==> src/rtl/tlul_pkg.sv <==
// rtl/tlul_pkg.sv - TL-UL channel types and constants used by the memory fill engine
package tlul_pkg;

  typedef enum logic [2:0] {
    PutFullData    = 3'h0,
    PutPartialData = 3'h1,
    Get            = 3'h4
  } tl_a_op_e;

  typedef enum logic [2:0] {
    AccessAck     = 3'h0,
    AccessAckData = 3'h1
  } tl_d_op_e;

  typedef struct packed {
    logic [4:0] rsvd;
    logic [3:0] instr_type;
    logic [6:0] cmd_intg;
    logic [6:0] data_intg;
  } tl_a_user_t;

  parameter tl_a_user_t TL_A_USER_DEFAULT = '{
    rsvd:       5'h0,
    instr_type: 4'b1010,
    cmd_intg:   7'h0,
    data_intg:  7'h0
  };

  typedef struct packed {
    logic        a_valid;
    tl_a_op_e    a_opcode;
    logic [2:0]  a_param;
    logic [1:0]  a_size;
    logic [7:0]  a_source;
    logic [31:0] a_address;
    logic [3:0]  a_mask;
    logic [31:0] a_data;
    tl_a_user_t  a_user;
    logic        d_ready;
  } tl_h2d_t;

  typedef struct packed {
    logic        d_valid;
    tl_d_op_e    d_opcode;
    logic [2:0]  d_param;
    logic [1:0]  d_size;
    logic [7:0]  d_source;
    logic [0:0]  d_sink;
    logic [31:0] d_data;
    logic [13:0] d_user;
    logic        d_error;
    logic        a_ready;
  } tl_d2h_t;

endpackage

==> src/rtl/rvlab_tlul_memfill_if.sv <==
// rtl/rvlab_tlul_memfill_if.sv - TL-UL host/device channel bundle for the fill engine
interface rvlab_tlul_memfill_if;
  tlul_pkg::tl_h2d_t tl_o;
  tlul_pkg::tl_d2h_t tl_i;

  modport master (output tl_o, input tl_i);
  modport slave (input tl_o, output tl_i);
endinterface

==> src/rtl/rvlab_tlul_memfill.sv <==
// rtl/rvlab_tlul_memfill.sv - TL-UL memory fill / check engine, one transaction outstanding
module rvlab_tlul_memfill #(
  parameter logic [7:0] SourceId = 8'h00
) (
  input  logic                        clk_i,
  input  logic                        rst_ni,
  input  logic                        start_i,
  input  logic                        mode_i,
  input  logic [31:0]                 base_addr_i,
  input  logic [15:0]                 word_count_i,
  input  logic [31:0]                 pattern_i,
  input  logic                        incr_i,
  output logic                        busy_o,
  output logic                        done_o,
  output logic                        err_o,
  output logic [15:0]                 mismatch_cnt_o,
  rvlab_tlul_memfill_if.master        tl
);

  typedef enum logic [1:0] {
    IDLE = 2'd0,
    REQ  = 2'd1,
    RSP  = 2'd2,
    FIN  = 2'd3
  } state_e;

  state_e      state_q;
  logic [15:0] idx_q;
  logic        cfg_mode_q;
  logic        cfg_incr_q;
  logic [15:0] cfg_count_q;
  // addr_q and word_q track word idx_q: current address and pattern + (incr ? idx : 0)
  logic [31:0] addr_q;
  logic [31:0] word_q;
  logic        busy_q;
  logic        done_q;
  logic        err_q;
  logic [15:0] mm_q;
  logic        a_valid_q;
  logic        d_ready_q;

  tlul_pkg::tl_h2d_t h2d;

  // Control FSM; every output is registered and advanced together with the state
  always_ff @(posedge clk_i or negedge rst_ni) begin
    if (!rst_ni) begin
      state_q     <= IDLE;
      idx_q       <= 16'h0;
      cfg_mode_q  <= 1'b0;
      cfg_incr_q  <= 1'b0;
      cfg_count_q <= 16'h0;
      addr_q      <= 32'h0;
      word_q      <= 32'h0;
      busy_q      <= 1'b0;
      done_q      <= 1'b0;
      err_q       <= 1'b0;
      mm_q        <= 16'h0;
      a_valid_q   <= 1'b0;
      d_ready_q   <= 1'b0;
    end else begin
      done_q <= 1'b0;
      case (state_q)
        IDLE: begin
          if (start_i) begin
            cfg_mode_q  <= mode_i;
            cfg_incr_q  <= incr_i;
            cfg_count_q <= word_count_i;
            addr_q      <= {base_addr_i[31:2], 2'b00};
            word_q      <= pattern_i;
            idx_q       <= 16'h0;
            err_q       <= 1'b0;
            mm_q        <= 16'h0;
            busy_q      <= 1'b1;
            if (word_count_i == 16'h0) begin
              state_q <= FIN;
            end else begin
              state_q   <= REQ;
              a_valid_q <= 1'b1;
            end
          end
        end
        REQ: begin
          if (tl.tl_i.a_ready) begin
            a_valid_q <= 1'b0;
            d_ready_q <= 1'b1;
            state_q   <= RSP;
          end
        end
        RSP: begin
          if (tl.tl_i.d_valid) begin
            d_ready_q <= 1'b0;
            if (tl.tl_i.d_error) begin
              err_q   <= 1'b1;
              state_q <= FIN;
            end else begin
              if (cfg_mode_q && (tl.tl_i.d_data != word_q) && (mm_q != 16'hFFFF)) begin
                mm_q <= mm_q + 16'h1;
              end
              if (idx_q == cfg_count_q - 16'h1) begin
                state_q <= FIN;
              end else begin
                idx_q     <= idx_q + 16'h1;
                addr_q    <= addr_q + 32'h4;
                word_q    <= word_q + {31'h0, cfg_incr_q};
                a_valid_q <= 1'b1;
                state_q   <= REQ;
              end
            end
          end
        end
        FIN: begin
          done_q  <= 1'b1;
          busy_q  <= 1'b0;
          state_q <= IDLE;
        end
        default: state_q <= IDLE;
      endcase
    end
  end

  // Request channel assembly from the registered state
  always_comb begin
    h2d           = '0;
    h2d.a_valid   = a_valid_q;
    h2d.a_opcode  = cfg_mode_q ? tlul_pkg::Get : tlul_pkg::PutFullData;
    h2d.a_param   = 3'h0;
    h2d.a_size    = 2'd2;
    h2d.a_source  = SourceId;
    h2d.a_address = addr_q;
    h2d.a_mask    = 4'hF;
    h2d.a_data    = cfg_mode_q ? 32'h0 : word_q;
    h2d.a_user    = tlul_pkg::TL_A_USER_DEFAULT;
    h2d.d_ready   = d_ready_q;
  end

  assign tl.tl_o = h2d;

  // Response fields the engine has no use for
  logic unused_d2h;
  assign unused_d2h = ^{tl.tl_i.d_opcode, tl.tl_i.d_param, tl.tl_i.d_size,
                        tl.tl_i.d_source, tl.tl_i.d_sink, tl.tl_i.d_user};

  assign busy_o         = busy_q;
  assign done_o         = done_q;
  assign err_o          = err_q;
  assign mismatch_cnt_o = mm_q;

endmodule

==> src/flat_wrapper.sv <==
// flat-port wrapper written by rule: the top's interface ports become plain ports
module rvlab_tlul_memfill_flat 
#(
  parameter logic [7:0] SourceId = 8'h00
)
  (clk_i, rst_ni, start_i, mode_i, base_addr_i, word_count_i, pattern_i, incr_i, busy_o, done_o, err_o, mismatch_cnt_o, tl_tl_o, tl_tl_i);
  rvlab_tlul_memfill_if tl_i ();
  input  logic clk_i;
  input  logic rst_ni;
  input  logic start_i;
  input  logic mode_i;
  input  logic [31:0] base_addr_i;
  input  logic [15:0] word_count_i;
  input  logic [31:0] pattern_i;
  input  logic incr_i;
  output logic busy_o;
  output logic done_o;
  output logic err_o;
  output logic [15:0] mismatch_cnt_o;
  output wire logic [$bits(tl_i.tl_o)-1:0] tl_tl_o;
  input wire logic [$bits(tl_i.tl_i)-1:0] tl_tl_i;
  assign tl_tl_o = tl_i.tl_o;
  assign tl_i.tl_i = tl_tl_i;
  rvlab_tlul_memfill #(.SourceId(SourceId)) u_core (.clk_i(clk_i), .rst_ni(rst_ni), .start_i(start_i), .mode_i(mode_i), .base_addr_i(base_addr_i), .word_count_i(word_count_i), .pattern_i(pattern_i), .incr_i(incr_i), .busy_o(busy_o), .done_o(done_o), .err_o(err_o), .mismatch_cnt_o(mismatch_cnt_o), .tl(tl_i));
endmodule
==> config.mk <==
export PLATFORM = sky130hd
export DESIGN_NAME = rvlab_tlul_memfill_flat
export DESIGN_NICKNAME = d
export VERILOG_FILES = /design/src/rtl/tlul_pkg.sv /design/src/rtl/rvlab_tlul_memfill_if.sv /design/src/rtl/rvlab_tlul_memfill.sv /design/src/flat_wrapper.sv
export SDC_FILE = /design/constraint.sdc
export NUM_CORES = 1
export LEC_CHECK = 0
export ABC_AREA = 0
export CAP_MARGIN = 15
export CORE_UTILIZATION = 48
export CTS_BUF_LIST = sky130_fd_sc_hd__clkbuf_4 sky130_fd_sc_hd__clkbuf_8
export DETAILED_ROUTE_END_ITERATION = 12
export PLACE_DENSITY = 0.83
export SETUP_SLACK_MARGIN = 0.1
export SKIP_CTS_REPAIR_TIMING = 1
export SYNTH_ARGS = -nofsm -noshare
export SYNTH_HDL_FRONTEND = slang
export SYNTH_SLANG_ARGS = --single-unit
==> constraint.sdc <==
create_clock -name clk_i -period 4.44 [get_ports clk_i]
set_clock_uncertainty 0.1 [all_clocks]
set_input_delay 1.11 -clock clk_i [delete_from_list [all_inputs] [get_ports clk_i]]
set_output_delay 1.11 -clock clk_i [all_outputs]
set_load 0.02 [all_outputs]
Yosys cells after proc, flatten, opt, wreduce, memory -nomap -nowiden
Index checks and enable logic that the tools add are counted.
W data, S select, Z words.

storage, ports and cells
  flip-flop bits (word level) = 121
  bits of input ports = 151
  logic and storage cells = 93

operators by class
  add/subtract/negate cells = 5
  eq/ne operators = 14
  muxes and demuxes = 45
  reductions and logical operators = 16

operators with widths
  kind                     count
  $mux W32                 9
  $pmux W32 S2             2
  $mux W16                 7
  $pmux W16 S2             2
  $add A16 B1 Y16 const B  2
  $add A32 B1 Y32          1
  $add A32 B3 Y32 const B  1
  $ne A32 B32 Y1           1
  $eq A16 B16 Y1           1
  $logic_not A16 Y1        1
  $ne A16 B16 Y1 const B   1
  $sub A16 B1 Y16 const B  1
  $ne A2 B2 Y1 const B     7
  $mux W1                  13
  $mux W2                  6
  $reduce_and A5 Y1        2
  $pmux W2 S4              1
  $reduce_and A7 Y1        1
  $pmux W1 S2              3
  $reduce_and A3 Y1        2
  $reduce_bool A2 Y1       3
  $eq A2 B2 Y1 const B     2
  $reduce_and A2 Y1        2
  $reduce_and A4 Y1        1
  7 further kinds          8

Longest topological paths before layout
  depth in word-level cells = 7
  depth in mapped cells = 12
  depth with buffers taken out = 9

Worst setup path before layout
Ideal clock, no wire load.

  path kind = register -> register
  start = reg u_core.cfg_count_q[8]
  end = reg u_core.idx_q[3]
  setup time = 0.126 ns
  arrival time = 2.952 ns
  setup slack = 1.262 ns
  cell stages (with the launch flop) = 9
  buffers on the path = 2
  cells stage by stage = dfrtp_1 > buf_6 > or4_4 > or3_1 > a2111o_1 > a2111oi_4 > o2111ai_4 > buf_6 > a221o_1

between the ends
  cells in the longest elaborated chain, start to end = 4

ends and longest elaborated chain
  what                                line                       text
  start, declared                     rvlab_tlul_memfill.sv:31   logic [15:0] cfg_count_q;
  start signal, assigned              rvlab_tlul_memfill.sv:67   cfg_count_q <= word_count_i;
  $sub A16 B1 Y16                     rvlab_tlul_memfill.sv:99   if (idx_q == cfg_count_q - 16'h1) begin
  $eq A16 B16 Y1                      rvlab_tlul_memfill.sv:99
  $ne A2 B2 Y1 (no source line)       n/a
  $reduce_and A5 Y1 (no source line)  n/a
  end signal, assigned                rvlab_tlul_memfill.sv:102  idx_q <= idx_q + 16'h1;
  end, declared                       rvlab_tlul_memfill.sv:28   logic [15:0] idx_q;

Every way passes these cells.
A chain may end at the register's enable or synchronous reset.

Worst setup path in the final report
  start = reg u_core.cfg_count_q[0]
  end = reg u_core.idx_q[4]

The elaborated chain is that of the path after synthesis.

==> reports/metrics.yaml <==
status: "completed"
drtIter0Drc: 754
rsz0062_at_grt: "no"
ys_types: 73
peakVddDrop_v: 0.0003967
cp_data_required_time_ns: 4.67
die_w_um: 135.6
grt_usage: 0.2906
cts_buffers: 17
synth_top_area_share: 0.3477
finalSetupViolCount: 0
p_seq_frac: 0.301
synth-seq-area-share: 0.3477
yosysWarnings: 0
rows: 48
hpwlAfterDp_um: 18600
core_um2: 17360
max_freq_mhz: 259.8
finalCritPeriodShare: 0.8669
detail_route.wl_per_cell_um: 19.19
syn_area_um2: 8563
final_common_cell: "clkdlybuf4s50_1"
fin_crit_ns: 3.849
worstPathMaxFanout: 25
drcViolationCount: 0
reg2reg_slack_ns: 0.59
internal-power_uw: 4086
layout-drive-gt1-share: 0.07589
netSwitchingFraction: 0.4827
cap_violations: 0
ys_ff_latch: 119
arrival_ns: 4.08
combPwrFrac: 0.563
start_kind: "flop"
port_buffers: 201
drv_slew: 0
vias_per_cell: 6.198
finalHoldViolCount: 0
cts_sinks: 119
root_buffer: "clkbuf_8"
die_y_um: 135.6
start_util: 0.4934
r2r_end: "u_core.idx_q[4]"
min_to: "u_core.busy_o"
grt_pass1_vias: 8134
p_per_area_nw_per_um2: 717.1
ios: 279
hold_path_depth: 2
yosysTopAreaCell: "dfrtp_1"
crit_path_end_kind: "flop"
p_clk_frac: 0.137
tightestPinTransition_ns: 1.103
p_sw_uw: 3813
fin_setup_tns_ns: 0
synth_edf_count: 0
r2r.worst_path.cells: 9
cts_buffer_depth: 2
gr-total-overflow: 0
die_area_um2: 18380
leakagePower_uw: 0.004278
synth-main-ff-cell: "dfrtp_1"
h-tree-depth: 4
vias: 8746
grt_antenna_before_repair: 1
path_class: "reg -> reg"
gp_congestion: 0.9406
diodes: 0
slew_headroom: 0.2581
fin_nets: 1334
synth_area_leaders: "dfrtp_1 35%, buf_4 4.4%, xor2_1 3.7%, a21oi_1 3.4%, nor2_1 3.3%"
r2r-start: "u_core.cfg_count_q[0]"
syn-instance-count: 1005
worstHoldPathType: "reg -> reg"
final_util: 0.6346
grt_max_degree: 65
hp-start: "u_core.busy_o"
dr.pass1.iters: 7
grt_pass1_wl_um: 41750
clock_latency_ns: 0.46
cts_tree: "done"
postSynth.asyncResetShare: 1.000
clkTransAtPathRegs_ns: 0.07
avgSynthCellArea_um2: 8.521
wirelength_um: 27080
final_cell_mix: "200 x clkdlybuf4s50_1, 119 x dfrtp_1, 75 x nor2_1"
ant_nets: 0
area_growth_pct: 28.62
[cells in the mapped netlist (all sizes together), types with 12 or more instances]
cell type  number
clkbuf         54
o22ai          18
nor4           25
mux2           20
nor2           75
nand4          22
a31oi          16
nor2b          34
dfrtp         119
inv            19
xnor2          16
nand3          50
o21ai          35
a211oi         24
nor3           41
or3            12
a21oi          59
and3           36
nand2          58
xor2           36
buf            60
[worst max-delay path, stage by stage, from the launching register on]
cell and delay (ns):
dfrtp_1 0.45, inv_1 0.08, ha_1 0.19, nor4b_2 0.48, xnor2_1 0.12, or4_1 0.47, a2111oi_2 0.61, o2111ai_4 0.54
buf_12 0.35, a221o_1 0.32
[registers in the layout, indices dropped and copies added, names as in the netlist]
| signal | flops |
|---|---|
| u_core.a_valid_q | 1 |
| u_core.addr_q | 30 |
| u_core.busy_o | 1 |
| u_core.cfg_count_q | 16 |
| u_core.cfg_incr_q | 1 |
| u_core.cfg_mode_q | 1 |
| u_core.d_ready_q | 1 |
| u_core.done_o | 1 |
| u_core.err_o | 1 |
| u_core.idx_q | 16 |
| u_core.mismatch_cnt_o | 16 |
| u_core.state_q | 2 |
| u_core.word_q | 32 |
[metal layers]
layer,GRT usage,vias to the layer above,wire length [um]
li1,-,4012,-
met1,0.3771,4207,11220
met2,0.4646,471,12950
met3,0.06135,56,2190
met4,0.1280,0,728
met5,0,-,0
[worst max path at each step]
stage / startpoint / end / slack (ns)
6_report: u_core.cfg_count_q[0] / u_core.idx_q[4] / 0.59
3_5_place_dp: tl_tl_i[17] / u_core.mismatch_cnt_o[11] / 0.55
2_1_floorplan: u_core.cfg_count_q[8] / u_core.idx_q[3] / 1.26
5_1_grt: u_core.cfg_count_q[0] / u_core.idx_q[4] / 0.46
4_1_cts: u_core.cfg_count_q[0] / u_core.idx_q[4] / 0.67
3_3_place_gp: tl_tl_i[17] / u_core.mismatch_cnt_o[7] / 0.59
[cell families after synthesis]
family                   after synthesis  synth area share
other                                  2         0.0008770
buffers and inverters                134           0.08387
XOR/XNOR                              52           0.05318
adder cells (fa/ha/maj)               10           0.01461
multiplexers                          30           0.03799
AND/OR/NAND/NOR                      404            0.2500
flip-flops                           119            0.3478
AO/OA/AOI/OAI                        254            0.2117
[power by group through the flow]
stage / registers, uW / logic [uW] / clock network, uW
floorplan: 2250 / 2820 / 0
global placement: 2330 / 4270 / 0
detailed placement: 2350 / 4390 / 0
CTS: 2340 / 4410 / 1090
global route: 2440 / 4780 / 1130
finish: 2370 / 4440 / 1080
[cell type report]
| class | instances | area [um^2] |
|---|---|---|
| Multi-Input combinational cell | 794 | 5054 |
| Inverter | 20 | 75.07 |
| Tap cell | 225 | 281.5 |
| Sequential cell | 119 | 2978 |
| Clock inverter | 13 | 173.9 |
| Clock buffer | 19 | 255.2 |
| Fill cell | 1494 | 6342 |
| Timing Repair Buffer | 221 | 2197 |
[stage by stage]
step	cells	hold WS (ns)	total power, uW	setup WS [ns]	instance area [um^2]
2_1_floorplan	1047	0.3836	5063	1.262	8721
3_3_place_gp	1379	0.3930	6599	0.5881	10590
3_5_place_dp	1379	0.4112	6733	0.5479	10590
4_1_cts	1411	0.4296	7834	0.6653	11010
5_1_grt	1411	0.4598	8358	0.4635	11010
6_report	1411	0.4247	7898	0.5912	11010
Power figures use the tool's default switching activity.
